## config.mk

```make
export PLATFORM = sky130hd
export DESIGN_NAME = timer_count_ctrl
export DESIGN_NICKNAME = d
export VERILOG_FILES = /design/src/rtl/timer_count_ctrl.sv
export SDC_FILE = /design/constraint.sdc
export NUM_CORES = 1
export LEC_CHECK = 0
export ABC_CLOCK_PERIOD_IN_PS = 2200
export CAP_MARGIN = 10
export CORE_MARGIN = 5
export CORE_UTILIZATION = 45
export DETAILED_ROUTE_END_ITERATION = 16
export PLACE_DENSITY_LB_ADDON = 0.2
export SYNTH_ARGS = -nofsm -noshare
export SYNTH_HDL_FRONTEND = slang
export SYNTH_SLANG_ARGS = --single-unit
```

## constraint.sdc

```tcl
create_clock -name PCLK -period 2.2 [get_ports PCLK]
set_input_delay 0.22 -clock PCLK [delete_from_list [all_inputs] [get_ports PCLK]]
set_output_delay 0.22 -clock PCLK [all_outputs]
set_load 0.05 [all_outputs]
```

## src/rtl/timer_count_ctrl.sv

```systemverilog
// Programmable 8-bit up/down timer with reload, 2^(n+1) prescaler and sticky
// overflow/underflow status. FSM: IDLE -> LOAD -> COUNT, load has priority.
module timer_count_ctrl (
  input  logic       PCLK,
  input  logic       PRESETn,
  input  logic [7:0] TCR_IN,
  input  logic [7:0] TDR_IN,
  input  logic [1:0] TSR_CLR,
  output logic [7:0] CNT_OUT,
  output logic [1:0] TSR_OUT,
  output logic       TICK_OUT,
  output logic [1:0] STATE_OUT
);

  typedef enum logic [1:0] {
    IDLE  = 2'b00,
    LOAD  = 2'b01,
    COUNT = 2'b10
  } state_t;

  state_t     state, state_nxt;
  logic [3:0] div, div_nxt, mask;
  logic [7:0] cnt_nxt;
  logic [1:0] tsr_set, tsr_nxt;
  logic       tick;
  logic       load_req, enable, dir_down;

  assign load_req = TCR_IN[7];
  assign dir_down = TCR_IN[5];
  assign enable   = TCR_IN[4];

  always_comb begin
    mask = 4'b0001;
    case (TCR_IN[1:0])
      2'b00:   mask = 4'b0001;
      2'b01:   mask = 4'b0011;
      2'b10:   mask = 4'b0111;
      default: mask = 4'b1111;
    endcase
  end

  always_comb begin
    state_nxt = IDLE;
    case (state)
      IDLE: begin
        if (load_req)    state_nxt = LOAD;
        else if (enable) state_nxt = COUNT;
        else             state_nxt = IDLE;
      end
      LOAD: begin
        if (load_req)    state_nxt = LOAD;
        else if (enable) state_nxt = COUNT;
        else             state_nxt = IDLE;
      end
      COUNT: begin
        if (load_req)    state_nxt = LOAD;
        else if (enable) state_nxt = COUNT;
        else             state_nxt = IDLE;
      end
      default: state_nxt = IDLE;
    endcase
  end

  // Prescaler only runs while COUNT persists, so leaving COUNT drops any partial period.
  always_comb begin
    tick    = (state == COUNT) && ((div & mask) == mask);
    div_nxt = ((state == COUNT) && (state_nxt == COUNT)) ? div + 4'd1 : '0;
  end

  always_comb begin
    cnt_nxt = CNT_OUT;
    tsr_set = '0;
    if (state == LOAD) begin
      cnt_nxt = TDR_IN;
    end else if (tick) begin
      if (dir_down) begin
        cnt_nxt    = CNT_OUT - 8'd1;
        tsr_set[1] = (CNT_OUT == 8'h00);
      end else begin
        cnt_nxt    = CNT_OUT + 8'd1;
        tsr_set[0] = (CNT_OUT == 8'hFF);
      end
    end
    tsr_nxt = (TSR_OUT & ~TSR_CLR) | tsr_set;
  end

  always_ff @(posedge PCLK or negedge PRESETn) begin
    if (!PRESETn) begin
      state    <= IDLE;
      div      <= '0;
      CNT_OUT  <= '0;
      TSR_OUT  <= '0;
      TICK_OUT <= 1'b0;
    end else begin
      state    <= state_nxt;
      div      <= div_nxt;
      CNT_OUT  <= cnt_nxt;
      TSR_OUT  <= tsr_nxt;
      TICK_OUT <= tick;
    end
  end

  assign STATE_OUT = state;

endmodule

```

Word level (Yosys, flattened, before mapping)
Index checks and enable logic that the tools add are counted.
{"block": "op_classes", "addsub": 3, "n_eq_ne": 7, "n_mux": 12, "bitwise": 4, "n_reduce_logical": 7}
{"operator": "$mux 8", "count": 3}
{"operator": "$pmux 4 s3", "count": 1}
{"operator": "$mux 2", "count": 5}
{"operator": "$add 8x1->8 const B", "count": 1}
{"operator": "$eq 8x8->1 const B", "count": 1}
{"operator": "$logic_not 8->1", "count": 1}
{"operator": "$sub 8x1->8 const B", "count": 1}
{"operator": "$eq 2x2->1 const B", "count": 3}
{"operator": "$add 4x1->4 const B", "count": 1}
{"operator": "$and 4x4->4", "count": 1}
{"operator": "$eq 2x1->1 const B", "count": 2}
{"operator": "$eq 4x4->1", "count": 1}
{"operator": "$logic_not 2->1", "count": 2}
{"operator": "$mux 4", "count": 1}
{"operator": "$reduce_or 3->1", "count": 1}
{"operator": "$and 2x2->2", "count": 1}
{"operator": "$logic_and 1x1->1", "count": 2}
{"operator": "$mux 1", "count": 2}
{"operator": "$not 2->2", "count": 1}
{"operator": "$or 2x2->2", "count": 1}
{"operator": "$reduce_bool 2->1", "count": 1}
{"block": "totals", "reg_bits": 17, "in_bits": 20, "output_inout_bits": 13, "wordCells": 38}

Depth between registers and ports, before layout
{"block": "depth", "word_depth": 8, "depth_mapped": 8, "ltp_nobuf": 8}

Worst setup path after synthesis
OpenSTA, ideal clock, no wires.
{"block": "synth_path", "path_type": "register to register", "startpoint": "reg CNT_OUT[0]", "endpoint": "reg CNT_OUT[6]", "arrival_ns": 2.023, "setup_slack_ns": 0.100, "stages_incl_launch_ff": 9, "synth_period_minus_slack_ns": 2.100, "cell_sequence": "dfrtp_1 inv_1 fa_1 nand2b_1 a21oi_1 o21a_1 nor3_1 nand3b_1 a21oi_1"}
{"block": "synth_via", "elab_chain_len": 4}
{"element": "start, declared", "line_no": "9", "rtl": "output logic [7:0] CNT_OUT,"}
{"element": "start signal, assigned", "line_no": "97", "rtl": "CNT_OUT <= cnt_nxt;"}
{"element": "$add 8x1->8 or $sub 8x1->8 (tied branches)", "line_no": "80, 77"}
{"element": "$mux 8 *", "line_no": "76", "rtl": "if (dir_down) begin"}
{"element": "$mux 8 *", "line_no": "75", "rtl": "end else if (tick) begin"}
{"element": "$mux 8 *", "line_no": "73", "rtl": "if (state == LOAD) begin"}
Mark *: on every way between the ends. The rest lies on a longest branch, timed or not. The select of a mux whose other input is x is not followed.
A chain may end at the register's enable or synchronous reset.

Worst setup path in the final report
{"block": "layout_path", "startpoint": "in TCR_IN[5]", "endpoint": "reg CNT_OUT[7]"}
{"block": "layout_via", "elab_chain_len": 3}
{"element": "start, declared", "line_no": "6", "rtl": "input logic [7:0] TCR_IN,"}
{"element": "$mux 8", "line_no": "76"}
{"element": "$mux 8", "line_no": "75"}
{"element": "$mux 8", "line_no": "73"}
No other way between the ends. The select of a mux whose other input is x is not followed.

==> impl_metrics.env <==
export IMPL_status="complete, no violations"
export IMPL_synth_xor_area_frac=0.0498
export IMPL_antenna_found_initial=0
export IMPL_vias=979
export IMPL_peakVddDrop_mv=0.438
export IMPL_drt_first_pass_iters=4
export IMPL_routed_wl_mm=2.51
export IMPL_regArea_um2=425
export IMPL_synth_distinct_cells=35
export IMPL_fin_crit_sh=0.935
export IMPL_fmax_mhz=486
export IMPL_relSlewSlack=0.500
export IMPL_die_height_um=58.4
export IMPL_fin_area_um2=1470
export IMPL_fin_ws_ns=0.142
export IMPL_whs_ns=0.356
export IMPL_final_setup_skew_ns=0.00134
export IMPL_overflow=0
export IMPL_reg2reg_from="CNT_OUT[1]$_DFFE_PN0P_"
export IMPL_grt_pass1_wl_mm=4.22
export IMPL_routed_via_density=5.24
export IMPL_cts_resized=0
export IMPL_reg2reg_slack_ns=0.20
export IMPL_postPlaceCellArea_um2=1440
export IMPL_synth_compound_area_frac=0.185
export IMPL_cts_root_buf="clkbuf_4"
export IMPL_rr_worst_depth=7
export IMPL_fillCellCount=210
export IMPL_die_width_um=58.4
export IMPL_ys_seq_elements=17
export IMPL_die_area_um2=3420
export IMPL_cp_start_kind="input port"
export IMPL_grt_pass1_vias=984
export IMPL_hold_viol_final=0
export IMPL_cts_hold_fix_buffers=0
export IMPL_clock_sink_count=17
export IMPL_path_clk_slew_ns=0.10
export IMPL_syn_area_um2=1060
export IMPL_syn_mean_instance_area_um2=8.95
export IMPL_critPathArrivalTime_ns=2.23
export IMPL_grt_usage=0.165
export IMPL_p_leak_nw=0.622
export IMPL_dp_hpwl_mm=2.01
export IMPL_nets=188
export IMPL_detail_route_antenna_nets=0
export IMPL_place_congestion=0.778
export IMPL_grt_max_degree=18
export IMPL_period_needed_ns=2.06
export IMPL_async_reset_ff_frac=1.00
export IMPL_cts_setup_buffers=0
export IMPL_multiInputGateArea_um2=584
export IMPL_worst_path_max_fanout=6
export IMPL_synth_area_mux_share=0
export IMPL_drv_cap=0
export IMPL_htreeDepth=1
export IMPL_io_pins=33
export IMPL_yosysSeqAreaShare=0.403
export IMPL_tightest_slew_ns=0.748
export IMPL_place_port_buffers=29
export IMPL_cts_tree="built"
export IMPL_synthAdderAreaFrac=0.102
export IMPL_yosysWarnings=0
export IMPL_start_util=0.473
export IMPL_final_max_slew_viol_count=0
export IMPL_wire_per_inst_um=13.4
export IMPL_end_kind="flop"
export IMPL_rows=17
export IMPL_antennaDiodeCount=0
export IMPL_dp_worst_setup_slack_ns=-0.148
export IMPL_reg2reg_to="CNT_OUT[7]$_DFFE_PN0P_"
export IMPL_finalSetupViolCount=0
export IMPL_rsz0062_at_grt="false"
export IMPL_drc=0
export IMPL_fp_coreArea_um2=2230
export IMPL_drive_gt1_frac=0.113
export IMPL_cts_buffers=3
export IMPL_hold_class="input port to asynchronous set/reset pin"
export IMPL_syn_num_nets=146
export IMPL_worstPathRequired_ns=2.38
export IMPL_crit_type="input port to flop"
export IMPL_areaGrowthSynthToFinish_pct=39.0
export IMPL_drt_initial_drc_count=18
export IMPL_netlist_instances=118
export IMPL_synth_edf_count=0
export IMPL_clock_latency_ns=0.29
export IMPL_p_per_area_nw_per_um2=624
export IMPL_synth_top_family_by_area="simple AND/OR/NAND/NOR gates"
export IMPL_synth_simple_area_share=0.217
export IMPL_synth_ff_type="dfrtp_1"
export IMPL_clockBufferDepth=2
==> report_power, final <==
group / switching [W] / total [W] / internal [W]
clock network: 0.0000994 / 0.000170 / 0.0000707
logic: 0.000210 / 0.000378 / 0.000168
registers: 0.0000319 / 0.000367 / 0.000335
total: 0.000341 / 0.000916 / 0.000574
==> cell usage in the layout (no fill, tap or decap), types with 2 or more instances in the layout <==
master,n
nand2_1,11
nor3_1,2
a21oi_1,12
xnor2_1,3
o21ai_1,3
clkdlybuf4s50_1,29
inv_1,7
ha_1,7
xor2_1,3
a211oi_1,2
nand3_1,3
nand2b_1,5
nor2_1,14
o22ai_1,2
nand3b_1,2
dfrtp_1,17
o21ai_0,5
nand4_1,2
clkbuf_4,3
buf_4,10
==> metal layers <==
| layer | global-route usage | share of wire | up-vias |
|---|---|---|---|
| li1 | - | - | 495 |
| met5 | 0 | 0 | - |
| met4 | 0.0596 | 0.014 | 0 |
| met3 | 0.0526 | 0.076 | 5 |
| met2 | 0.276 | 0.49 | 29 |
| met1 | 0.198 | 0.42 | 450 |
==> critical path: stages <==
cell             delay [ns]
clkdlybuf4s50_1        0.53
ha_1                   0.37
a211oi_2               0.30
nor3_1                 0.10
or3_1                  0.38
nand3_1                0.11
xor2_1                 0.15
o21ai_1                0.07
==> final cells by class <==
type	count	area share
Multi-Input combinational cell	91	0.398
Clock buffer	4	0.0179
Sequential cell	17	0.290
Tap cell	28	0.0239
Timing Repair Buffer	39	0.249
Inverter	8	0.0213
==> kinds of logic (layout without fill, tap and decap cells) <==
group | Yosys count | after routing
flip-flops | 17 | 17
XOR/XNOR | 6 | 6
adder cells (fa/ha/maj) | 8 | 8
AND/OR/NAND/NOR | 45 | 45
AO/OA/AOI/OAI | 32 | 32
buffers and inverters | 10 | 51
==> cells in the mapped netlist (2+ instances only) <==
library cell	instances	area (um2)
nor2_1	14	52.6
nand4_1	2	12.5
nor3_1	2	10.0
dfrtp_1	17	425
xnor2_1	3	26.3
xor2_1	3	26.3
o21ai_1	3	15.0
inv_1	7	26.3
nand3_1	3	15.0
a21oi_1	12	60.1
nand3b_1	2	15.0
nand2_1	11	41.3
a211oi_1	2	15.0
o21ai_0	5	25.0
nand2b_1	5	31.3
ha_1	7	87.6
o22ai_1	2	12.5
==> sequential cells by signal, summed over array words and instances (netlist names) <==
name and flops:
TSR_OUT 2, STATE_OUT 2, TICK_OUT 1, div 4, CNT_OUT 8
==> stage by stage <==
step	cells	util	setup TNS, ns	total power [W]
5_1_grt	187	0.657	0	0.000980
4_1_cts	187	0.657	0	0.000925
6_report	187	0.657	0	0.000916
2_1_floorplan	118	-	0	0.000596
3_5_place_dp	183	0.645	-0.264	0.000752
3_3_place_gp	183	0.645	-0.183	0.000742
==> worst max-delay path by stage <==
stage                                  end  cells past startpoint              startpoint
finish              CNT_OUT[7]$_DFFE_PN0P_                      8               TCR_IN[5]
floorplan           CNT_OUT[6]$_DFFE_PN0P_                      8  CNT_OUT[0]$_DFFE_PN0P_
CTS                 CNT_OUT[7]$_DFFE_PN0P_                      9               TCR_IN[5]
global route        CNT_OUT[7]$_DFFE_PN0P_                      9               TCR_IN[5]
global placement    CNT_OUT[7]$_DFFE_PN0P_                      8               TCR_IN[5]
detailed placement  CNT_OUT[7]$_DFFE_PN0P_                      8               TCR_IN[5]
Power figures use the tool's default switching activity.
